===== config.mk =====
export PLATFORM = sky130hd
export DESIGN_NAME = muldiv_issue_ctrl
export DESIGN_NICKNAME = d
export VERILOG_FILES = /design/src/rtl/muldiv_issue_ctrl_pkg.sv /design/src/rtl/muldiv_issue_ctrl_md_class.sv /design/src/rtl/muldiv_issue_ctrl.sv
export SDC_FILE = /design/constraint.sdc
export NUM_CORES = 1
export LEC_CHECK = 0
export ABC_CLOCK_PERIOD_IN_PS = 2300
export CAP_MARGIN = 20
export CORE_UTILIZATION = 22
export CTS_CLUSTER_SIZE = 14
export DETAILED_ROUTE_END_ITERATION = 7
export PLACE_DENSITY = 0.81
export RECOVER_POWER = 25
export SETUP_SLACK_MARGIN = 0.02
export SLEW_MARGIN = 20
export SYNTH_ARGS = -nofsm -noshare
export SYNTH_HDL_FRONTEND = slang
export SYNTH_HIERARCHICAL = 1
export SYNTH_SLANG_ARGS = --single-unit
export TNS_END_PERCENT = 10

===== constraint.sdc =====
create_clock -name clk -period 2.3 [get_ports clk]
set_clock_uncertainty 0.2 [all_clocks]
set_input_delay 0.46 -clock clk [delete_from_list [all_inputs] [get_ports clk]]
set_output_delay 0.46 -clock clk [all_outputs]
set_load 0.02 [all_outputs]

===== src/rtl/muldiv_issue_ctrl_pkg.sv =====
// Shared constants and types for the HI/LO multiply/divide issue controller.
// R-type funct encodings, default busy latencies, FSM state type and the
// instruction class bundle produced by md_class.
package muldiv_issue_ctrl_pkg;

   localparam logic [5:0] OP_RTYPE = 6'h00;

   localparam logic [5:0] F_MFHI  = 6'h10;
   localparam logic [5:0] F_MTHI  = 6'h11;
   localparam logic [5:0] F_MFLO  = 6'h12;
   localparam logic [5:0] F_MTLO  = 6'h13;
   localparam logic [5:0] F_MULT  = 6'h18;
   localparam logic [5:0] F_MULTU = 6'h19;
   localparam logic [5:0] F_DIV   = 6'h1a;
   localparam logic [5:0] F_DIVU  = 6'h1b;

   localparam int MD_MUL_CYCLES = 5;
   localparam int MD_DIV_CYCLES = 10;

   typedef enum logic {
      ST_IDLE = 1'b0,
      ST_BUSY = 1'b1
   } md_state_e;

   typedef struct packed {
      logic is_md_op;   // mult/multu/div/divu
      logic is_mul;     // mult/multu
      logic is_hl_acc;  // any HI/LO access, including the md ops
   } md_class_t;

endpackage


===== src/rtl/muldiv_issue_ctrl_md_class.sv =====
// Combinational instruction classifier for the muldiv issue path.
// Ports:
//   instr  in  32  instruction word
//   cls    out     {is_md_op, is_mul, is_hl_acc}
module md_class
   import muldiv_issue_ctrl_pkg::*;
(
   input  logic [31:0] instr,
   output md_class_t   cls
);

   logic [5:0] op;
   logic [5:0] funct;
   logic       unused_bits;

   assign op          = instr[31:26];
   assign funct       = instr[5:0];
   assign unused_bits = ^instr[25:6];

   always_comb begin
      cls = '0;
      if (op == OP_RTYPE) begin
         case (funct)
            F_MULT, F_MULTU: cls = '{is_md_op: 1'b1, is_mul: 1'b1, is_hl_acc: 1'b1};
            F_DIV, F_DIVU:   cls = '{is_md_op: 1'b1, is_mul: 1'b0, is_hl_acc: 1'b1};
            F_MFHI, F_MFLO,
            F_MTHI, F_MTLO:  cls = '{is_md_op: 1'b0, is_mul: 1'b0, is_hl_acc: 1'b1};
            default:         cls = '0;
         endcase
      end
   end

endmodule


===== src/rtl/muldiv_issue_ctrl.sv =====
// E-stage initiator for the HI/LO multiply/divide unit.
// Issues one start per mult/div instance, shadows the unit's busy window with
// a down-counter, stalls D on HI/LO-class instructions while the unit is in
// use, and raises a sticky error when md_busy disagrees with the shadow.
// Ports:
//   clk        in   1   clock, rising edge
//   reset      in   1   asynchronous active-low reset
//   E_instr    in   32  E-stage instruction
//   E_valid    in   1   E holds a real instruction
//   E_hold     in   1   E register keeps its contents this cycle
//   D_instr    in   32  D-stage instruction
//   Req        in   1   exception/interrupt request, cancels E side effects
//   md_busy    in   1   busy from the muldiv unit
//   md_start   out  1   start pulse to the muldiv unit
//   md_instr   out  32  instruction to the muldiv unit, zero when gated
//   stall_D    out  1   stall D/F this cycle
//   proto_err  out  1   sticky busy/latency mismatch
module muldiv_issue_ctrl
   import muldiv_issue_ctrl_pkg::*;
#(
   parameter int MUL_CYCLES = MD_MUL_CYCLES,
   parameter int DIV_CYCLES = MD_DIV_CYCLES
) (
   input  logic        clk,
   input  logic        reset,
   input  logic [31:0] E_instr,
   input  logic        E_valid,
   input  logic        E_hold,
   input  logic [31:0] D_instr,
   input  logic        Req,
   input  logic        md_busy,
   output logic        md_start,
   output logic [31:0] md_instr,
   output logic        stall_D,
   output logic        proto_err
);

   // The shadow counter is 4 bits wide.
   if (MUL_CYCLES < 1 || MUL_CYCLES > 15) begin : g_bad_mul
      $error("MUL_CYCLES must be 1..15");
   end
   if (DIV_CYCLES < 1 || DIV_CYCLES > 15) begin : g_bad_div
      $error("DIV_CYCLES must be 1..15");
   end

   md_class_t e_cls, d_cls;
   md_state_e state, state_n;
   logic [3:0] cnt, cnt_n;
   logic       issued;
   logic       started_q;
   logic       err_now;

   md_class u_cls_e (.instr(E_instr), .cls(e_cls));
   md_class u_cls_d (.instr(D_instr), .cls(d_cls));

   // Reset gates the outputs combinationally so nothing leaks to the unit
   // while reset is held, even though the registers already sit at reset.
   assign md_instr = (reset && E_valid && !Req) ? E_instr : 32'h0;
   assign md_start = reset && (state == ST_IDLE) && E_valid && e_cls.is_md_op &&
                     !Req && !issued && !md_busy;
   assign stall_D  = d_cls.is_hl_acc && (md_start || md_busy || state == ST_BUSY);

   always_ff @(posedge clk or negedge reset) begin
      if (!reset) begin
         state <= ST_IDLE;
         cnt   <= 4'd0;
      end else begin
         state <= state_n;
         cnt   <= cnt_n;
      end
   end

   always_comb begin
      state_n = state;
      cnt_n   = cnt;
      case (state)
         ST_IDLE: begin
            if (md_start) begin
               state_n = ST_BUSY;
               cnt_n   = e_cls.is_mul ? 4'(MUL_CYCLES) : 4'(DIV_CYCLES);
            end
         end
         ST_BUSY: begin
            // The unit freezes under Req, so the shadow does too.
            if (!Req) begin
               if (cnt == 4'd1) begin
                  state_n = ST_IDLE;
                  cnt_n   = 4'd0;
               end else begin
                  cnt_n = cnt - 4'd1;
               end
            end
         end
         default: begin
            state_n = ST_IDLE;
            cnt_n   = 4'd0;
         end
      endcase
   end

   // a) unit failed to go busy after a start
   // b) unit dropped busy before the shadow reached its last cycle
   // c) unit busy while we think it is idle, outside the start handoff
   assign err_now = (started_q && !md_busy) ||
                    (state == ST_BUSY && cnt > 4'd1 && !md_busy) ||
                    (state == ST_IDLE && md_busy && !started_q);

   always_ff @(posedge clk or negedge reset) begin
      if (!reset) begin
         issued    <= 1'b0;
         started_q <= 1'b0;
         proto_err <= 1'b0;
      end else begin
         started_q <= md_start;
         // Set wins over clear: one start per E instance even if E advances
         // in the same cycle.
         if (md_start)
            issued <= 1'b1;
         else if (!E_hold)
            issued <= 1'b0;
         if (err_now)
            proto_err <= 1'b1;
      end
   end

endmodule


==> results of run 1 <==
-- registers in the layout (all words and copies together) (netlist names) --
| signal | flops |
|---|---|
| proto_err | 1 |
| issued | 1 |
| cnt | 4 |
| started_q | 1 |
| state | 1 |
-- final cells by class --
class	count	area [sq um]	area share
Inverter	3	11.3	0.00674
Timing Repair Buffer	102	811	0.485
Multi-Input combinational cell	81	572	0.342
Clock buffer	3	22.5	0.0135
Tap cell	44	55.1	0.0329
Sequential cell	8	200	0.120
-- worst reg2reg max path, cell delays in order, from the launching register on --
cell                      delay, ps
sky130_fd_sc_hd__dfrtp_1        430
sky130_fd_sc_hd__or4_4          530
sky130_fd_sc_hd__a21o_1         190
sky130_fd_sc_hd__a22o_1         220
-- per-layer routing --
metal / GRT usage / wire length, um
met5: 0 / 0
met4: 0.0227 / 19
met3: 0.0746 / 288
met2: 0.342 / 1740
met1: 0.191 / 1130
-- metrics by stage --
stage,setup WS (ps),cell area (sq um),cells
3_5_place_dp,-1170,1720,231
4_1_cts,-374,1810,238
2_1_floorplan,-158,766,96
3_3_place_gp,-1140,1720,231
6_report,-284,1670,241
5_1_grt,-358,1670,241
-- worst paths after layout --
path / to / slack [ps] / startpoint
max reg2reg: cnt[3] / 630 / cnt[2]
max in group asynchronous: cnt[1] / 1320 / reset
min: issued / 180 / reset
min reg2reg: proto_err / 280 / proto_err
min in group clk: proto_err / 280 / proto_err
max: md_start / -280 / E_instr[31]
-- repair_timing --
action                                  CTS  global route
resized for setup                       141            33
endpoints found under the setup margin   40            34
pin swaps                                 7             5
cloned                                    3             0
buffers inserted                          1             3
-- power breakdown --
| group | internal, mW | switching (mW) | total [mW] |
|---|---|---|---|
| combinational | 0.106 | 0.0699 | 0.176 |
| clock | 0.0599 | 0.0511 | 0.111 |
| sequential | 0.144 | 0.00408 | 0.148 |
| total | 0.310 | 0.125 | 0.435 |
-- placed cells by master, fill, tap and decap left out, types with 3 or more instances in the layout --
cell                              count
sky130_fd_sc_hd__buf_4               17
sky130_fd_sc_hd__nor2_1               3
sky130_fd_sc_hd__or4_4                5
sky130_fd_sc_hd__and2_1              32
sky130_fd_sc_hd__nand2_1              3
sky130_fd_sc_hd__dfrtp_1              8
sky130_fd_sc_hd__inv_1                3
sky130_fd_sc_hd__buf_6               10
sky130_fd_sc_hd__dlygate4sd2_1        3
sky130_fd_sc_hd__nand2b_1             3
sky130_fd_sc_hd__clkdlybuf4s50_1     35
sky130_fd_sc_hd__nor3_1               5
sky130_fd_sc_hd__clkbuf_2            19
sky130_fd_sc_hd__nor2_4               3
sky130_fd_sc_hd__a21oi_1              4
sky130_fd_sc_hd__clkbuf_4             3
sky130_fd_sc_hd__buf_2               15
==> run summary, run 1 <==
From bottom edge to top edge, the die measures 60.7 um. The slowest stage of the critical path belongs to the cell sky130_fd_sc_hd__or4_4. The remaining global-route overflow is 0. The routability-driven placement congestion ratio is 0.872.

The area overhead of the layout relative to synthesis came out at 120%. The number of buffers inserted by hold repair at cts is 0. The checks that failed: negative setup slack. The clock reaches the later pin of the worst-skew pair after ~260 ps. The final-report max-slew violation count came out at 0.

In this run the tightest slew margin relative to its limit is 0.729. The maximum number of pins on one net before global-route repair came out at 12. In this run the number of cells on the critical path is 7.

The top-level I/O count is approximately 110. The maximum single-stage delay on the critical path came out at between 500 and 600 ps. For this design the static power due to leakage is 0.814 nW. The kind of capture point of the worst setup path is a primary output. The portion of the clock cycle consumed by the worst path in the final layout came out at 1.12. The layout filler cell count came out at 309. The tightest hold path in the finished design has a slack of ~180 ps.

The post-DP HPWL came out at approximately 2.4 mm. The TritonCTS clock tree is built. The maximum ir drop on the vdd rail is 0.107 mV. Static timing analysis puts the maximum clock frequency at 387 MHz. The tightest min-delay check is of the in2async type. The number of nets still failing antenna checks after routing came out at 0. The final worst-path setup slack is -284 ps. The residual DRC count came out at 0.

The data arrival at the endpoint of the critical path came out at between 1500 and 2000 ps. Measured in cells, the most critical reg-to-reg path has a length of 3. The hold violation total from the final report was 0. The critical path in this run is classified as in2out. The via count of the routed design came out at between 1000 and 1500. STA puts the critical path data required time at between 1500 and 2000 ps. After routing, the total negative slack on setup checks comes to -472 ps. The cell chosen for the clock root is sky130_fd_sc_hd__clkbuf_4. The total clock buffers created by CTS came out at 3.

The number of buffers and inverters on the critical path is 2. The final routed wirelength across all metal layers came out at roughly 3.2 mm. The max-capacitance violation count came out at 0.

The first global-routing pass estimated approximately 4.9 mm of wire. The quantity of I/O buffers inserted on ports came out at 81. The number of core rows came out at 20. Counting along the longest clock path gives a buffer depth of 2. The worst setup path is launched from an input pin. After clock tree synthesis, the clock-pin slew on the worst setup and hold paths is about 50 ps. The initial antenna violation count came out at 0. The post-synthesis instance area came out at approximately 760 sq um. Power spread over the standard cell area amounts to approximately 260 nW/um^2.

The average size of a mapped cell is just under 8 sq um. Across every metal layer, demand over resource in global routing totals 0.181. The total of warnings raised by yosys came out at 6. The kind of cell adding the most delay to the critical path is simple AND/OR/NAND/NOR gates. The flow ran to the end, but the final reports show violations. CTS built an H-tree with a depth of 1. The final standard cell utilization of the core is 0.530. The area of the die came out at 3690 sq um. The first-pass detailed-route iteration total is 4. The transition time at the pin with the least slew margin came out at around 410 ps.

Of all nets on the critical path, the largest fanout is 2. The post-layout minimum cycle time is about 2600 ps. Setup repair after global routing could not meet its margin everywhere. The number of global-route vias before repair is around 1100. The die outline width is about 61 um. Using the TritonRoute via totals, the vias-per-cell ratio works out to about 4.5.

The final setup violation count is 2. The post-layout total power is 0.435 mW. The post-layout net count came out at roughly 270. For this block, the initial DRC count from the detailed router was 6. The starting density of the core came out at 0.240.

The cell that appears most often on the critical path is sky130_fd_sc_hd__buf_6. The synthesized instance count came out at 96. The floorplan core area came out at between 3000 and 4000 sq um. The post-synthesis net count is between 150 and 200.

The signal on the critical path passes through buf_6 > or4_4 > nor3_2 > nand2b_1 > or3_4 > nor2_4 > buf_6. The final routed wire length divided by cell count came out at between 10 and 15 um. The number of clock sinks came out at 8. The number of diodes added for antenna fixing came out at 0.

In the final layout, the share of cells above drive strength 1 is 0.396.
No activity file was read; power rests on OpenSTA's default activity.
==> run 2, diff against run 1 <==
--- a/config.mk
+++ b/config.mk
@@ -10,6 +10,7 @@
 export CORE_UTILIZATION = 22
 export CTS_CLUSTER_SIZE = 14
 export DETAILED_ROUTE_END_ITERATION = 7
+export GPL_ROUTABILITY_DRIVEN = 0
 export PLACE_DENSITY = 0.81
 export RECOVER_POWER = 25
 export SETUP_SLACK_MARGIN = 0.02
==> results of run 2 <==
Same layout as run 1: the final DEF is identical, and so are final timing and power.
==> run 3, diff against run 2 <==
--- a/config.mk
+++ b/config.mk
@@ -7,10 +7,12 @@
 export LEC_CHECK = 0
 export ABC_CLOCK_PERIOD_IN_PS = 2300
 export CAP_MARGIN = 20
+export CORE_ASPECT_RATIO = 1.25
 export CORE_UTILIZATION = 22
 export CTS_CLUSTER_SIZE = 14
 export DETAILED_ROUTE_END_ITERATION = 7
 export GPL_ROUTABILITY_DRIVEN = 0
+export GPL_TIMING_DRIVEN = 1
 export PLACE_DENSITY = 0.81
 export RECOVER_POWER = 25
 export SETUP_SLACK_MARGIN = 0.02
==> constraint.sdc (replaced) <==
create_clock -name clk -period 2.3 [get_ports clk]
set_clock_uncertainty 0.2 [all_clocks]
set_input_delay 0.575 -clock clk [delete_from_list [all_inputs] [get_ports clk]]
set_output_delay 0.575 -clock clk [all_outputs]
set_load 0.02 [all_outputs]
==> run 3 against run 2 <==
Compared with the run above:
- the flow still finishes with violations (negative setup slack)
- hold slack worse by 81 ps
- routed wire length fell by 2.5%
- critical path type unchanged
- clock power rose by 57%
- cell area is 15% higher
- sequential power barely moved
- register-to-register slack is essentially flat
- global-route usage fell by 0.43 points
- setup slack got worse by 250 ps
==> run summary, run 3 (same netlist as run 1, synthesis figures left out) <==
The fraction of layout cells with a size suffix above 1 came out at 0.457. The tool flagged a number of max-cap violations equal to 0. Dividing the final minimum period by the clock period gives 1.23. The number of global-route vias before repair came to 1075. The category of the most critical setup path is in2out. The worst setup path is launched from an input pin. The final setup violation count is 4. 0 antenna diodes ended up in the layout. The number of levels in the clock H-tree is 1. In the routed layout, each cell is associated on average with a via count of 4.59. Static timing analysis puts the maximum clock frequency at 353 MHz. The post-CTS clock slew at the launch and capture registers of the worst setup and hold paths came out at approximately 40 ps. The hold violation total from the final report came to 0.

Summed over all cells, the static leakage comes to 0.891 nW. The area of the die is roughly 3700 sq um. The post-layout net count came out at 271.

The clock network latency to the later pin of the worst-skew pair came out at roughly 230 ps. Before CTS, the worst setup slack after placement is -1430 ps. At the worst endpoint, the arrival time is ~2100 ps. The library cells used most frequently in the layout, excluding fill and tap cells, are 37 x sky130_fd_sc_hd__buf_6, 33 x sky130_fd_sc_hd__clkdlybuf4s50_1, 24 x sky130_fd_sc_hd__and2_1. In the final routed layout, each cell accounts on average for approximately 13 um.

The worst-case IR drop observed on VDD is between 0.2 and 0.3 mV. TritonCTS built the clock tree. The post-route setup TNS came out at -1040 ps. Entering global routing, the biggest net connects 17 pins.

In this run the horizontal extent of the chip is roughly 55 um. The DRC violation total after the first TritonRoute iteration is 13. The starting density of the core is 0.233. The post-layout minimum cycle time came out at between 2000 and 3000 ps. The worst setup path is captured at a primary output. From bottom edge to top edge, the die measures 67.6 um. The routed layout has roughly 1100 vias. The total global routing track utilization is 0.176.

The first global-routing pass estimated 4.64 mm of wire. The class of the tightest hold or removal check is in2async. The number of clock sinks came out at 8. The run finished, with violations left. The post-layout total power is between 0.5 and 0.6 mW. The floorplan has 23 rows. Setup repair after global routing could not meet its margin everywhere. Summed over all layers, the routed wires come to between 3 and 4 mm. The register with the most flip-flops in the final layout is cnt. The total clock buffers created by CTS came out at 3. In this run the register-to-register setup slack is about 630 ps.

The remaining global-route overflow is 0. The maximum count of clock buffers along a single path is 2. The area overhead of the layout relative to synthesis is 154%.

The number of nets still failing antenna checks after routing is 0. The required arrival time at the worst endpoint is roughly 1500 ps. The residual DRC count came out at 0.

Leaving out fill and tap cells, the most frequent cell in the layout is sky130_fd_sc_hd__buf_6. The checks that failed: negative setup slack. The top-level I/O count came out at ~110. The final worst-path setup slack came out at -535 ps. The worst slew slack as a fraction of its limit is 0.784. After legalization and detailed placement, the total HPWL measured between 2 and 2.5 mm. The quantity of I/O buffers inserted on ports came out at between 80 and 90. The cell chosen for the clock root is sky130_fd_sc_hd__clkbuf_8. The initial antenna violation count came out at 0. The first-pass detailed-route iteration total is 4.

The number of buffers inserted by hold repair at cts is 0. The transition time at the pin with the least slew margin is roughly 320 ps. The total power per unit cell area came out at roughly 270 nW/um^2. The core region is ~3300 sq um. In this run the worst path has a maximum fanout of 2. The final-report max-slew violation count came out at 0. The number of flip-flops in the largest register is 4.
[run 3: cell types whose count changed in the layout (fill, tap and decap cells not counted), sizes merged]
cell / delta
clkdlybuf4s25: -1
dlygate4sd3: +1
dlygate4sd2: -1
clkbuf: -15
clkdlybuf4s50: -2
buf: +18
[run 3: layout make-up]
class / instances / area, sq um
flip-flops and latches: 8 / 200
repair buffers: 102 / 1020
multi-input cells: 81 / 612
well taps: 37 / 46.3
inverters: 3 / 11.3
fillers: 283 / 1320
clock buffers: 3 / 41.3
[run 3: routing by layer]
layer  global-route usage  vias to the layer above  wire length [um]
li1                     -                      529                 -
met5                    0                        -                 0
met2                0.293                       63              1520
met1                0.228                      478              1330
met3               0.0315                        3               224
met4               0.0481                        0                21
[run 3: power by group]
group | total [mW] | switching (mW) | internal [mW]
Combinational | 0.204 | 0.0751 | 0.129
Clock | 0.174 | 0.0604 | 0.114
Sequential | 0.148 | 0.00392 | 0.144
Total | 0.527 | 0.139 | 0.387
[run 3: worst max-delay path: stages]
cell                       delay [ps]
sky130_fd_sc_hd__buf_6             90
sky130_fd_sc_hd__or4_4            560
sky130_fd_sc_hd__nor3_4           180
sky130_fd_sc_hd__nand2b_1          80
sky130_fd_sc_hd__or3_4            350
sky130_fd_sc_hd__nor2_4           100
sky130_fd_sc_hd__buf_6            120
[run 3: final timing paths]
kind,startpoint,end,cells after the start
worst max-delay path,E_instr[31],md_start,7
worst min-delay path,reset,state,2
worst max register to register,cnt[0],cnt[3],3
worst min register to register,proto_err,proto_err,2
max in group asynchronous,reset,cnt[2],2
min in group clk,proto_err,proto_err,2
[run 3: what timing repair did]
action,4_1_cts,5_1_grt
cloned,2,0
pin swaps,10,5
resized for setup,238,28
hold endpoints to repair,0,0
buffers inserted,4,0
endpoints found under the setup margin,41,40
[run 3: metrics by stage]
step                instances  utilization  hold WS [ps]  instance area [sq um]
detailed placement        225        0.533           272                   1730
CTS                       234        0.576           170                   1870
finish                    234        0.593          98.4                   1930
global route              234        0.593           116                   1930
floorplan                  96            -          79.4                    766
global placement          225        0.533           260                   1730
==> RTL change, RTL diff (config.mk and constraints of run 3) <==
Put one more register stage on the output `proto_err`. The value now appears one clock later. The other outputs are not delayed to match. Comments in the files are not updated.
--- a/src/rtl/muldiv_issue_ctrl.sv
+++ b/src/rtl/muldiv_issue_ctrl.sv
@@ -35,4 +35,6 @@
    output logic        proto_err
 );
+
+   logic proto_err_s0;
 
    // The shadow counter is 4 bits wide.
@@ -110,5 +112,5 @@
          issued    <= 1'b0;
          started_q <= 1'b0;
-         proto_err <= 1'b0;
+         proto_err_s0 <= 1'b0;
       end else begin
          started_q <= md_start;
@@ -120,6 +122,10 @@
             issued <= 1'b0;
          if (err_now)
-            proto_err <= 1'b1;
+            proto_err_s0 <= 1'b1;
       end
+   end
+
+   always_ff @(posedge clk) begin
+      proto_err <= proto_err_s0;
    end
 
Check against the original RTL: not equivalent (Yosys sat finds a counterexample within 4 cycles, from zero or initial values and one cycle with reset low).
==> RTL change against run 3 <==
The flow finishes with violations (DRC, setup timing); sequential cell count increased by 1; final area is 6.2% lower; combinational power shrank 15%; setup slack lost 0.26 ns; power grew 0.15%; via count grew 0.84%; critical path depth unchanged; routed wire length shrank 0.55%; area after synthesis up 8.7%; critical path type unchanged; largest power group is now clock.
==> RTL change: results (changes against run 3) <==
Final layout
  • Share of layout cells above drive strength 1: 44.72% (-0.96 points)
  • # diodes: 0 (unchanged)
  • Fin nets: 272 (+0.37%)
  • Largest register FFs: 4 (unchanged)
  • Largest reg by FF count: cnt
  • Filler cell count: 365 (+29%)

GRT
  • Antenna violations before repair: 0 (unchanged)
  • Vias in the first global route: 1045 (-2.8%)
  • Largest net degree at the start of global routing: 17 (unchanged)
  • Overall Global Routing Usage: 15.45% (-2.2 points)
  • First-pass GRT wire length: 4712 um (+1.6%)

Route
  • Vias per inst: 4.546 (-0.86%)
  • # DRC: 1 (+1)
  • Post-DR wirelength/cell: 12.95 um (-2.2%)
  • Initial DRC count: 31 (+18)
  • DRT Pass-1 Iters: 5 (+1)
  • Final wirelength: 3082 um (-0.55%)

Hold path
  • Hold Path Class: input port to async pin

Clock network
  • Clk slew on worst S/H paths: 0.05 ns
  • Hold_buf cts: 0 (unchanged)
  • CTS buffer count: 3 (unchanged)
  • CTS H-Tree Depth: 1 (unchanged)
  • Clock root cell: clkbuf_8
  • Clock buffer depth: 2 (unchanged)
  • Worst skew pair latency: 0.24 ns

Synth
  • Syn_nets: 172 (+2.4%)
  • Cells after Synth: 100 (+4.2%)
  • Ys Warns: 6 (unchanged)

Outcome
  • Outcome: complete, but fails checks
  • Failing checks: DRC, setup timing

STA
  • Setup TNS: -2.810 ns (-1.769 ns)
  • Worst Tran Pin Value: 0.4443 ns (+0.1237 ns)
  • Final setup viols: 9 (+5)
  • Final worst slack: -0.7988 ns (-0.2639 ns)

Worst setup path
  • Crit path max-delay family: simple AND/OR/NAND/NOR gates
  • CP max FO: 2 (unchanged)
  • Slowest library cell on the worst path: or4_4
  • Worst path max stage delay: 0.55 ns
  • Reg2reg path depth: 6 (+3)
  • Worst EP arrival: 2.32 ns (+0.26 ns)

Place
  • Placement Setup Slack: -1.622 ns (-0.1877 ns)
  • Area post-placement: 1760 um^2 (+1.6%)
  • Detailed Place HPWL: 2323 um (+4.8%)
  • Cells after DPL: 228 (+1.3%)
  • Port Buffer Count: 81 (unchanged)

Pwr
  • VDD IR max: 0.0001266 V (-50%)
  • Leak Pwr: 0.8682 nW (-2.6%)
==> RTL change: area by class of cell <==
type	instances	area [um^2]	share of cell area [%]
Clock buffer	3	41.29	2.282
Clock inverter	1	5.005	0.2766
Inverter	4	20.02	1.106
Multi-Input combinational cell	82	598.1	33.06
Sequential cell	9	220.2	12.17
Tap cell	39	48.80	2.697
Timing Repair Buffer	100	875.8	48.41
==> RTL change: repair_timing <==
| item | 4_1_cts | 5_1_grt |
|---|---|---|
| gates resized for setup | 208 | 9 |
| cloned | 2 | 0 |
| setup endpoints to repair | 41 | 32 |
| buffers inserted | 2 | 2 |
| pin swaps | 8 | 4 |
==> RTL change: metal layers <==
layer  up-vias  share of wire, %  track usage [%]  routed length [um]
met4         0              0.88            4.878                  27
met3         3               6.2            4.444                 190
met2        51                57            30.29                1772
met1       492                35            15.12                1091
li1        536                 -                -                   -
met5         -                 0                0                   0
==> RTL change: power breakdown <==
group	switching (mW)	internal (mW)
Sequential	0.00174	0.160
Clock	0.0742	0.119
Combinational	0.0648	0.108
==> RTL change: final timing paths <==
check / to / from / slack, ns
worst min register to register: proto_err / proto_err_s0 / 0.19
worst min-delay path: started_q / reset / 0.17
worst max-delay path: md_start / E_instr[2] / -0.80
max in group asynchronous: cnt[2] / reset / 1.42
min in group clk: proto_err / proto_err_s0 / 0.19
worst max register to register: cnt[0] / state / 0.42
==> RTL change: worst reg2reg max path, cell delays in order (launching register included) <==
cell,delay (ns)
dfrtp_1,0.37
or4b_4,0.54
or2_4,0.26
clkinv_4,0.05
buf_4,0.12
a21oi_2,0.06
o32ai_2,0.19
